## src/rtl/mem_arbiter.sv

```systemverilog
// mem_arbiter: shares one memory port between an instruction-fetch requester
// and a data requester. Data has fixed priority. Each access is granted from
// IDLE, holds the shared-port registers stable, and ends on mem_rdy or on a
// wait-cycle timeout. Sticky done flags keep a completed request from being
// re-issued while the pipeline is still stalled on the other port.
module mem_arbiter #(
  parameter int unsigned TIMEOUT = 255
) (
  input  logic        cpu_clk_50M,
  input  logic        cpu_rst,
  input  logic        ice,
  input  logic [31:0] iaddr,
  output logic [31:0] inst,
  output logic        inst_valid,
  input  logic        dce,
  input  logic [31:0] daddr,
  input  logic [3:0]  dre,
  input  logic [3:0]  we,
  input  logic [31:0] din,
  output logic [31:0] dout,
  output logic        d_valid,
  output logic        stall_req,
  output logic        bus_err,
  output logic        mem_req,
  output logic [31:0] mem_addr,
  output logic [3:0]  mem_we,
  output logic [3:0]  mem_be,
  output logic [31:0] mem_wdata,
  input  logic        mem_rdy,
  input  logic [31:0] mem_rdata
);

  // Nine bits so the comparison below never wraps for TIMEOUT up to 255.
  localparam logic [8:0] TIMEOUT_LIM = 9'(TIMEOUT);

  typedef enum logic [1:0] {
    IDLE  = 2'd0,
    D_ACC = 2'd1,
    I_ACC = 2'd2
  } state_t;

  state_t     state;
  state_t     state_next;
  logic       i_done;
  logic       d_done;
  logic [7:0] wait_cnt;
  logic       d_pend;
  logic       i_pend;
  logic       d_grant;
  logic       i_grant;
  logic       timed_out;
  logic       d_finish;
  logic       i_finish;

  assign d_pend    = dce & ~d_done;
  assign i_pend    = ice & ~i_done;
  assign stall_req = d_pend | i_pend;

  // Decoded purely from the state register: no input-to-mem_req path.
  assign mem_req   = (state == D_ACC) | (state == I_ACC);

  // This wait cycle would bring the counter up to TIMEOUT.
  assign timed_out = mem_req & ~mem_rdy & (({1'b0, wait_cnt} + 9'd1) == TIMEOUT_LIM);
  assign d_finish  = (state == D_ACC) & (mem_rdy | timed_out);
  assign i_finish  = (state == I_ACC) & (mem_rdy | timed_out);

  // Next state: data beats fetch in IDLE; an access always returns to IDLE.
  always_comb begin
    state_next = state;
    d_grant    = 1'b0;
    i_grant    = 1'b0;
    case (state)
      IDLE: begin
        if (d_pend) begin
          state_next = D_ACC;
          d_grant    = 1'b1;
        end else if (i_pend) begin
          state_next = I_ACC;
          i_grant    = 1'b1;
        end
      end
      D_ACC, I_ACC: begin
        if (mem_rdy | timed_out) begin
          state_next = IDLE;
        end
      end
      default: state_next = IDLE;
    endcase
  end

  // State register; reset drops any access in flight.
  always_ff @(posedge cpu_clk_50M or posedge cpu_rst) begin
    if (cpu_rst) begin
      state <= IDLE;
    end else begin
      state <= state_next;
    end
  end

  // Shared-port registers load only on a grant and hold until the next one.
  always_ff @(posedge cpu_clk_50M or posedge cpu_rst) begin
    if (cpu_rst) begin
      mem_addr  <= '0;
      mem_we    <= '0;
      mem_be    <= '0;
      mem_wdata <= '0;
    end else if (d_grant) begin
      mem_addr  <= daddr;
      mem_we    <= we;
      mem_be    <= dre;
      mem_wdata <= din;
    end else if (i_grant) begin
      mem_addr  <= iaddr;
      mem_we    <= 4'b0000;
      mem_be    <= 4'b1111;
      mem_wdata <= '0;
    end
  end

  // Wait counter: cleared on grant, counts access cycles without mem_rdy.
  always_ff @(posedge cpu_clk_50M or posedge cpu_rst) begin
    if (cpu_rst) begin
      wait_cnt <= '0;
    end else if (d_grant | i_grant) begin
      wait_cnt <= '0;
    end else if (mem_req & ~mem_rdy) begin
      wait_cnt <= wait_cnt + 8'd1;
    end
  end

  // Done flags: cleared whenever the pipeline is not stalled, set on completion.
  always_ff @(posedge cpu_clk_50M or posedge cpu_rst) begin
    if (cpu_rst) begin
      i_done <= 1'b0;
      d_done <= 1'b0;
    end else if (!stall_req) begin
      i_done <= 1'b0;
      d_done <= 1'b0;
    end else begin
      if (d_finish) d_done <= 1'b1;
      if (i_finish) i_done <= 1'b1;
    end
  end

  // Result registers and one-cycle pulses; a timeout delivers zero.
  always_ff @(posedge cpu_clk_50M or posedge cpu_rst) begin
    if (cpu_rst) begin
      inst       <= '0;
      dout       <= '0;
      inst_valid <= 1'b0;
      d_valid    <= 1'b0;
      bus_err    <= 1'b0;
    end else begin
      inst_valid <= i_finish;
      d_valid    <= d_finish;
      bus_err    <= timed_out;
      if (i_finish) begin
        inst <= timed_out ? 32'h0 : mem_rdata;
      end
      if (d_finish) begin
        if (timed_out) begin
          dout <= 32'h0;
        end else if (|mem_be) begin
          dout <= mem_rdata;
        end
      end
    end
  end

endmodule

```

## config.mk

```make
export PLATFORM = sky130hd
export DESIGN_NAME = mem_arbiter
export DESIGN_NICKNAME = d
export VERILOG_FILES = /design/src/rtl/mem_arbiter.sv
export SDC_FILE = /design/constraint.sdc
export NUM_CORES = 1
export LEC_CHECK = 0
export CAP_MARGIN = 15
export CORE_ASPECT_RATIO = 1.2
export CORE_MARGIN = 1.5
export CORE_UTILIZATION = 45
export CTS_CLUSTER_SIZE = 14
export DETAILED_ROUTE_END_ITERATION = 10
export PLACE_DENSITY = 0.84
export SLEW_MARGIN = 10
export SYNTH_ARGS = -nofsm -noshare
export SYNTH_HDL_FRONTEND = slang
export SYNTH_SLANG_ARGS = --single-unit
```

## constraint.sdc

```tcl
create_clock -name cpu_clk_50M -period 16.3 [get_ports cpu_clk_50M]
set_clock_uncertainty 0.05 [all_clocks]
set_input_delay 3.26 -clock cpu_clk_50M [delete_from_list [all_inputs] [get_ports cpu_clk_50M]]
set_output_delay 3.26 -clock cpu_clk_50M [all_outputs]
set_load 0.005 [all_outputs]
```

# Word-level counts from Yosys, hierarchy flattened
# Index checks and enable logic that the tools add are counted.
[word_totals]
out_inout_bits = 141
register_bits = 151
[classes]
eq_ne = 7
muxes = 26
reduce_logical = 8
bitwise_logic = 13
add_sub_neg = 2
[ops]
columns = ["cell", "n"]
rows = [
  ["$mux W32", 7],
  ["$mux W4", 4],
  ["$mux W8", 2],
  ["$add A8 B1 Y9 const B", 1],
  ["$eq A9 B8 Y1 const B", 1],
  ["$mux W1", 9],
  ["$add A8 B1 Y8 const B", 1],
  ["$and A1 B1 Y1", 6],
  ["$mux W2", 3],
  ["$reduce_bool A2 Y1", 3],
  ["$ne A2 B1 Y1 const B", 2],
  ["$or A1 B1 Y1", 4],
  ["$pmux W2 S2", 1],
  ["$reduce_and A2 Y1", 2],
  ["$reduce_or A4 Y1", 1],
  ["$ne A3 B3 Y1 const B", 1],
  ["$not A1 Y1", 3],
  ["$eq A2 B1 Y1 const B", 1],
  ["$eq A2 B2 Y1 const B", 1],
  ["$logic_not A2 Y1", 1],
  ["$ne A2 B2 Y1 const B", 1],
  ["$reduce_or A2 Y1", 1],
]

# Depth between registers and ports, before layout
# Gate-level depths: netlist of run 1.
[depth]
word_depth = 8
ltp_mapped = 8
ltp_nobuf = 6

# Worst setup path before layout of run 1
# Ideal clock, no wire load.
[synth_path]
path_kind = "input-to-output"
start = "in dce"
end = "out stall_req"
arrival_ns = 3.791
slack_ns = 9.199
required_ns = 12.990
path_stages = 3
path_cell_list = "nor2b_1 > buf_2 > or2_1"
[synth_between]
elab_chain_len = 2
[synth_rtl]
columns = ["item", "line_no", "source"]
rows = [
  ["start: declaration", "15", "input logic dce,"],
  ["$and A1 B1 Y1", "55", "assign d_pend = dce & ~d_done;"],
  ["$or A1 B1 Y1", "57", "assign stall_req = d_pend | i_pend;"],
  ["end: declaration", "22", "output logic stall_req,"],
]
# Every way passes these cells.

# Worst setup path after layout of run 1
[layout_path]
start = "in ice"
end = "out stall_req"
[layout_between]
elab_chain_len = 2
[layout_rtl]
columns = ["item", "line_no", "source"]
rows = [
  ["start: declaration", "11", "input logic ice,"],
  ["$and A1 B1 Y1", "56", "assign i_pend = ice & ~i_done;"],
  ["$or A1 B1 Y1", "57", ""],
]
# Every way passes these cells.

==> run metrics, run 1 <==
run status=finished clean; cell area after synthesis=6680 um^2; clk buf depth=2; 1st-iter DRT viols=468; Post-CTS Hold Buffers=0; leakage power=4.28 nW; gr ovfl total=0; Most used DFF post-synth=dfrtp_1; top-area cell type share of the netlist area=a little under three fifths; Worst Hold Class=reg -> reg; required time worst endpoint=~13000 ps; Fin. Hold Viols=0; Starting Density=46.2%; end-of-flow core utilization=70.6%; antenna violations before repair=3; Area Overhead vs Synth=52.9%; dpl hpwl=14.3 mm; synth warn=0; first-pass GRT wire length=31.4 mm; leading area contributor after synthesis=dfrtp_1; largest net degree at the start of global routing=101; GPL Wtd Cong=0.806; Mapped Cells=~630; wire per inst=~18 um; Core ar.=14500 um^2; TritonCTS clock tree=built; CTS sink count=around 150; Worst Setup Start Kind=primary input; area of the multi-input gates=2700 um^2; top post-synthesis cells by area=dfrtp_1, o21ai_0, mux2i_1; antenna-violating nets left=0; port bufs=281; H-tree depth=4; CP endpoint kind=output pin; routed vias=5820; first-pass iteration count of the detailed router=5; vias per cell=between 5 and 6; layout cells sized above 1=5.30%; Post-Syn Nets=about 770; Final Cycle Share=50.3%; average size of a mapped cell=10.6 um^2; sequential fraction of the synthesis area=around 57%; post-synth cell types=42; Register Area=3780 um^2; Power Density=~180 nW/um^2; number of flops mapped to enable cells by yosys=0; Final #Nets=1039; GRT Util Overall=26.3%; Die Y=136 um; RSZ-0062 raised after global routing=false; Fill cells=1061; max-slew violations=0; Worst Tran Pin Value=~900 ps; Worst Reg2Reg Path Length in Cells=7; commonest non-fill, non-tap cell in the layout=clkdlybuf4s50_1; post_cts resized=0; final setup violation count=0; Synth async-reset ratio=100%; setup TNS=0 ps; later-pin clock latency in the skew report=between 400 and 500 ps; Max transition margin=40.3%; crit path max fanout=5; DR DRC count=0; max_cap viols=0; Num CTS Buffers=17; VDD IR max=119 uV; hold depth=2; # IOs=282; post-route minimum period=8190 ps; routed wire length=20.1 mm; post-CTS setup buffer count=0; Clk pin slew, worst setup/hold paths=60 ps; die extent in x=114 um; row cnt=48; f_max=122 MHz; Yosys reg bits=151; DIE AREA=15600 um^2; vias in the first global route=5981; worst path arrival time=4880 ps; Root Driver=clkbuf_16; most frequent cells in the layout=clkdlybuf4s50_1, dfrtp_1, o21ai_0, nand2_1, a22o_1; Setup Crit Path Kind=in -> out
-- cell usage after synthesis, drive strengths merged, types with 2 or more instances --
library cell,number
dfrtp,151
o21ai,98
nand2,71
a22o,36
nor2b,36
a21oi,34
nand2b,34
a22oi,33
mux2i,32
clkbuf,31
buf,15
nor2,8
ha,5
inv,5
xor2,5
nor4,4
o22a,4
and2,3
nand3,3
o21a,3
xnor2,3
nand4,2
or2,2
-- critical path: stages --
cell	delay (ps)
clkdlybuf4s50_1	440
nor2b_1	350
or2_1	230
clkdlybuf4s50_1	590
-- metrics by stage --
step | power, W | hold slack (ps) | instance area [um^2] | std cells | setup slack (ps)
2_1_floorplan | 0.000975 | 423 | 6680 | 628 | 8930
3_3_place_gp | 0.00140 | 411 | 9640 | 1073 | 8130
3_5_place_dp | 0.00144 | 420 | 9640 | 1073 | 8120
4_1_cts | 0.00181 | 433 | 10200 | 1104 | 8120
5_1_grt | 0.00191 | 454 | 10200 | 1105 | 8050
6_report | 0.00180 | 425 | 10200 | 1108 | 8110
-- cells by family after synthesis --
logic type / count (synthesis) / synth area share, %
AO/OA/AOI/OAI: 214 / 20.1
XOR/XNOR: 8 / 1.16
adder cells (fa/ha/maj): 5 / 0.936
buffers and inverters: 51 / 3.50
flip-flops: 151 / 56.5
multiplexers: 32 / 4.79
AND/OR/NAND/NOR: 167 / 13.0
-- final timing paths --
kind                                          start                  endpoint  slack [ps]
max                                             ice                 stall_req        8110
min                        mem_addr[17]$_DFFE_PP0N_  mem_addr[17]$_DFFE_PP0N_         430
max reg2reg                    state[1]$_DFFE_PP0P_      dout[12]$_DFFE_PP0P_       13940
min reg2reg                mem_addr[17]$_DFFE_PP0N_  mem_addr[17]$_DFFE_PP0N_         430
max in group asynchronous                   cpu_rst  mem_addr[23]$_DFFE_PP0N_       11550
min in group asynchronous                   cpu_rst       inst[1]$_DFFE_PP0P_        3330
-- state kept, by name (all words and copies together) (netlist names) --
register and cells:
inst_valid 1, inst 32, mem_addr 32, mem_be 4, i_done 1, mem_wdata 32, dout 32, state 2
wait_cnt 8, d_done 1, bus_err 1, mem_we 4, d_valid 1
-- cell type report --
cell class,count,share of cell area [%]
clock buffers,23,4.68
clock inverters,8,0.723
repair buffers,292,28.4
flip-flops and latches,151,37.0
inverters,5,0.233
diodes,3,0.0735
multi-input cells,426,26.5
well taps,200,2.45
-- per-layer routing --
metal	wire length, um	track usage, %	vias up
met3	1800	9.61	37
met2	10200	44.8	243
met4	586	11.0	0
met1	7580	29.9	2797
li1	-	-	2743
met5	0	0	-
-- power by group --
part,total (W),switching (W),internal [W]
sequential,0.000648,0.000114,0.000534
clock,0.000366,0.000146,0.000220
combinational,0.000784,0.000329,0.000455
Note: power is estimated with default switching activity, not from simulation.
==> inputs of run 2 (changes only) <==
CORE_UTILIZATION = 39   (was 45)
PLACE_DENSITY = 0.77   (was 0.84)
clock period = 6.66 ns   (was 16.3 ns; I/O delays follow)
==> run 2 against run 1 <==
Effect of this change:
- clock power grew to 2.6 times the previous value
- register-to-register slack lost 9700 ps
- first-iteration DRC count shrank 37%
- sequential power grew 140%
- total power grew 150%
- count of clock-buffer cells in the layout shrank 5
- wire length shrank 6.4%
- critical path depth grew 1
- sequential cell count is the same
- die area grew 15%
- via count shrank 2.7%
- core utilization shrank 9.5 points
- critical endpoint unchanged
- largest power group unchanged
- highest routed layer unchanged
==> run metrics, run 2 (synthesis gave the netlist of run 1 again) <==
antenna violations before repair=0 (-3); run status=finished clean; worst path arrival time=3210 ps (-1670 ps); # diodes=0 (-3); max_cap viols=0 (unchanged); Starting Density=39.7% (-6.5 points); largest net degree at the start of global routing=102 (+0.99%); Worst Setup Start Kind=primary input; gr ovfl total=0 (unchanged); Root Driver=clkbuf_16; total power=0.00444 W (+150%); routed vias=5662 (-2.7%); leakage power=4.31 nW (+0.76%); Worst Reg2Reg Path Length in Cells=6 (-1); first-pass GRT wire length=30.3 mm (-3.5%); antenna-violating nets left=0 (unchanged); later-pin clock latency in the skew report=410 ps (about the same); commonest non-fill, non-tap cell in the layout=clkdlybuf4s50_1; Worst Hold Class=reg -> reg; min-delay src=mem_addr[19]$_DFFE_PP0N_; vias per cell=5.05 (-3.9%); r2r endpoint=mem_addr[6]$_DFFE_PP0N_; Fin. Hold Viols=0 (unchanged); dpl hpwl=13.2 mm (-7.7%); layout cells sized above 1=5.74% (+0.44 points); crit path max fanout=37 (+32); post_cts resized=0 (unchanged); Power Density=431 nW/um^2 (+140%); Crit path buffers/inverters=3 (+1); CP endpoint kind=output pin; row cnt=52 (+8.3%); instance count on the critical path=5 (+1); 1st-iter DRT viols=296 (-37%); post-CTS setup buffer count=0 (unchanged); final setup violation count=0 (unchanged); DIE AREA=17900 um^2 (+15%); Reg2Reg Setup Slack=4230 ps (-9710 ps); Cell Count, Final, Fillers Out=1122 (+1.3%); DR DRC count=0 (unchanged); first-pass iteration count of the detailed router=5 (unchanged); DP Cell Count=1090 (+1.6%); post-route minimum period=4590 ps; GRT Util Overall=21.8% (-4.6 points); placed standard-cell area=9670 um^2 (+0.29%); die extent in x=122 um (+7.2%); VDD IR max=180 uV (+52%); Die Y=146 um (+7.3%); end-of-flow core utilization=61.1% (-9.5 points); Setup Crit Path Kind=in -> out; Clk pin slew, worst setup/hold paths=60 ps (about the same); GPL Wtd Cong=0.774 (-4.0%); wire per inst=16.8 um (-7.5%); Area Overhead vs Synth=54.0%; Core ar.=16900 um^2 (+16%); worst reg2reg path startpoint=d_done$_DFFE_PP0P_; RSZ-0062 raised after global routing=false; port bufs=281 (unchanged); hold depth=2 (unchanged); fin area=10300 um^2 (+0.75%); CP cell instances=clkdlybuf4s50_1 -> nor2b_4 -> buf_4 -> or2_1 -> clkdlybuf4s50_1; Crit path top cell by count=clkdlybuf4s50_1; setup TNS=0 ps (unchanged); max-slew violations=0 (unchanged); H-tree depth=4 (unchanged); family with the most delay on the worst path=buffers and inverters; CP max stage delay=540 ps (-50 ps); Post-CTS Hold Buffers=0 (unchanged); Final #Nets=1040 (+0.096%); Max transition margin=39.5% (-0.75 points); TritonCTS clock tree=built; Worst Hold End=mem_addr[19]$_DFFE_PP0N_; vias in the first global route=5804 (-3.0%); most frequent cells in the layout=clkdlybuf4s50_1, dfrtp_1, o21ai_0, nand2_1, a22o_1; Num CTS Buffers=17 (unchanged); clk buf depth=2 (unchanged); routed wire length=18.9 mm (-6.4%); CTS sink count=151 (unchanged); f_max=218 MHz; # IOs=282 (unchanged); Worst Tran Pin Value=907 ps (+11.2 ps); required time worst endpoint=5280 ps (-7710 ps); Crit-path slowest cell=clkdlybuf4s50_1; Final Cycle Share=68.9%
## run 2: changes by cell type in the layout (fill, tap and decap cells not counted), moves of 2 or more
| cell | change |
|---|---|
| bufinv_16 | +2 |
| clkbuf_1 | -3 |
| clkbuf_8 | -2 |
| clkinv_4 | +2 |
| diode_2 | -3 |
## run 2: power breakdown
group	internal (W)	switching, W
clock network	0.000595	0.000374
registers	0.00131	0.000269
logic	0.00112	0.000768
## run 2: how the worst max path moves through the flow
stage	from	endpoint	slack [ps]
after floorplan	cpu_rst	bus_err$_DFF_PP0_	1210
after global placement	dce	stall_req	2100
after detailed placement	dce	stall_req	2070
after CTS	dce	stall_req	2070
after global routing	dce	stall_req	2000
final	dce	stall_req	2070
## run 2: stage by stage
stage | worst slack (ps) | hold slack [ps]
6_report | 2070 | 426
5_1_grt | 2000 | 447
4_1_cts | 2070 | 433
3_5_place_dp | 2070 | 419
3_3_place_gp | 2100 | 412
2_1_floorplan | 1210 | 423
## run 2: cell type report
cell class	count	area (um^2)
Tap cell	216	270
Clock inverter	13	156
Sequential cell	151	3780
Clock buffer	18	439
Fill cell	1400	6560
Timing Repair Buffer	293	2920
Multi-Input combinational cell	426	2700
Inverter	5	23.8
## run 2: per-layer routing
metal	GRT usage [%]	share of wire [%]	vias to the layer above
met5	0	0	-
met4	8.31	2.6	0
met3	6.99	8.0	33
met2	36.5	50	222
met1	25.8	39	2657
li1	-	-	2750
## run 2: tightest hold or removal path: cells and delay by family, from the launching register on
family	cells	cell delay [ps]
flops	1	340
compound gates	1	50
simple gates	1	40
==> inputs of run 3 (changes only) <==
clock period = 3.8 ns   (was 6.66 ns; I/O delays follow)
==> run 3 against run 2 <==
Effect of this change:
- wire length rose by 4.2%
- worst hold slack improved by 1.4 ps
- worst setup slack got worse by 1400 ps
- non-clock buffer count rose by 1
==> run metrics, run 3 (synthesis gave the netlist of run 1 again) <==
run status=finished clean; post_cts resized=0 (unchanged); final setup violation count=0 (unchanged); TritonCTS clock tree=built; Final Cycle Share=between 80 and 90%; most frequent cells in the layout=clkdlybuf4s50_1, dfrtp_1, o21ai_0, nand2_1, a22o_1; Crit path top cell by count=clkdlybuf4s50_1; leakage power=4.30 nW (-0.37%); crit path max fanout=5 (-86%); Fill cells=1415 (+1.1%); Num CTS Buffers=17 (unchanged); total power=0.00774 W (+74%); port bufs=281 (unchanged); Area Overhead vs Synth=54.2% (about the same); post-CTS setup buffer count=0 (unchanged); Final #Nets=1041 (+0.096%); Max transition margin=52.1% (+13 points); GPL Wtd Cong=0.811 (+4.9%); Register Area=3780 um^2 (unchanged); Clk pin slew, worst setup/hold paths=60 ps (about the same); routed vias=5790 (+2.3%); Crit-path slowest cell=clkdlybuf4s50_1; VDD IR max=319 uV (+77%); routed wire length=19.6 mm (+4.2%); Power Density=751 nW/um^2 (+74%); Fin. Hold Viols=0 (unchanged); RSZ-0062 raised after global routing=false; Core ar.=16900 um^2 (unchanged); max_cap viols=0 (unchanged); Worst Hold Class=reg -> reg; first-pass iteration count of the detailed router=5 (unchanged); Cell Count, Final, Fillers Out=1126 (+0.36%); DP Cell Count=1091 (+0.092%); Worst Tran Pin Value=719 ps (-188 ps); layout cells sized above 1=5.73% (-0.013 points); post-route minimum period=between 3000 and 4000 ps; # IOs=282 (unchanged); gr ovfl total=0 (unchanged); setup TNS=0 ps (unchanged); vias per cell=5.14 (+1.9%); Worst Setup Start Kind=primary input; CP cell instances=clkdlybuf4s50_1 -> nor2b_1 -> or2_1 -> clkdlybuf4s50_1; CP endpoint kind=output pin; f_max=320 MHz; wire per inst=17.4 um (+3.8%); dpl hpwl=14.0 mm (+6.1%); placed standard-cell area=9700 um^2 (+0.32%); row cnt=52 (unchanged); first-pass GRT wire length=31.7 mm (+4.7%); largest net degree at the start of global routing=101 (-0.98%); CTS sink count=151 (unchanged); worst path arrival time=2310 ps (-900 ps); Post-CTS Hold Buffers=0 (unchanged); Setup Crit Path Kind=in -> out; max-slew violations=0 (unchanged); fin area=10300 um^2 (about the same); die extent in x=122 um (unchanged); required time worst endpoint=2990 ps (-2290 ps); commonest non-fill, non-tap cell in the layout=clkdlybuf4s50_1; clk buf depth=2 (unchanged); DR DRC count=0 (unchanged); Die Y=146 um (unchanged); CP max stage delay=510 ps (-30 ps); later-pin clock latency in the skew report=410 ps (about the same); end-of-flow core utilization=61.1% (about the same); DIE AREA=17900 um^2 (unchanged); 1st-iter DRT viols=285 (-3.7%); GRT Util Overall=23.0% (+1.2 points); vias in the first global route=5874 (+1.2%); antenna violations before repair=2 (+2); area of the multi-input gates=2700 um^2 (unchanged); Root Driver=clkbuf_16; H-tree depth=4 (unchanged); Starting Density=39.7% (unchanged); antenna-violating nets left=0 (unchanged)
==> run 3: final timing paths <==
check                                   startpoint                   endpoint  cells past startpoint  slack [ps]
max                                            ice                  stall_req                      4         680
min                        mem_addr[5]$_DFFE_PP0N_    mem_addr[5]$_DFFE_PP0N_                      2         430
max reg2reg                   state[1]$_DFFE_PP0P_       inst[25]$_DFFE_PP0P_                      6        1590
min reg2reg                mem_addr[5]$_DFFE_PP0N_    mem_addr[5]$_DFFE_PP0N_                      2         430
max in group asynchronous                  cpu_rst  mem_wdata[11]$_DFFE_PP0N_                      3        2300
min in group asynchronous                  cpu_rst    mem_addr[4]$_DFFE_PP0N_                      3         790
==> run 3: through the flow <==
step	hold slack [ps]	worst slack, ps
final	428	677
after global routing	453	609
after CTS	432	672
after detailed placement	419	677
after global placement	410	695
after floorplan	423	1090
==> run 3: metal layers <==
layer	vias up	routed length [um]	global-route usage, %
li1	2759	-	-
met1	2753	7630	26.5
met2	245	9660	37.9
met3	33	1730	8.55
met4	0	618	10.0
met5	-	0	0
==> run 3: cell type report <==
cell class	instances	share of cell area, %
Inverter	5	0.219
Antenna cell	2	0.0486
Clock inverter	12	1.18
Sequential cell	151	36.7
Tap cell	216	2.62
Multi-Input combinational cell	426	26.2
Timing Repair Buffer	294	28.7
Clock buffer	20	4.34
==> run 3: worst max-delay path: cells and delay by family <==
kind                   cells  cell delay, ps
and+or+nand+nor            2             590
buffers and inverters      2             950
==> run 3: report_power, final <==
part / leakage (nW) / switching [W] / internal (W)
sequential: 1.74 / 0.000483 / 0.00229
combinational: 2.29 / 0.00137 / 0.00198
clock: 0.264 / 0.000689 / 0.000929
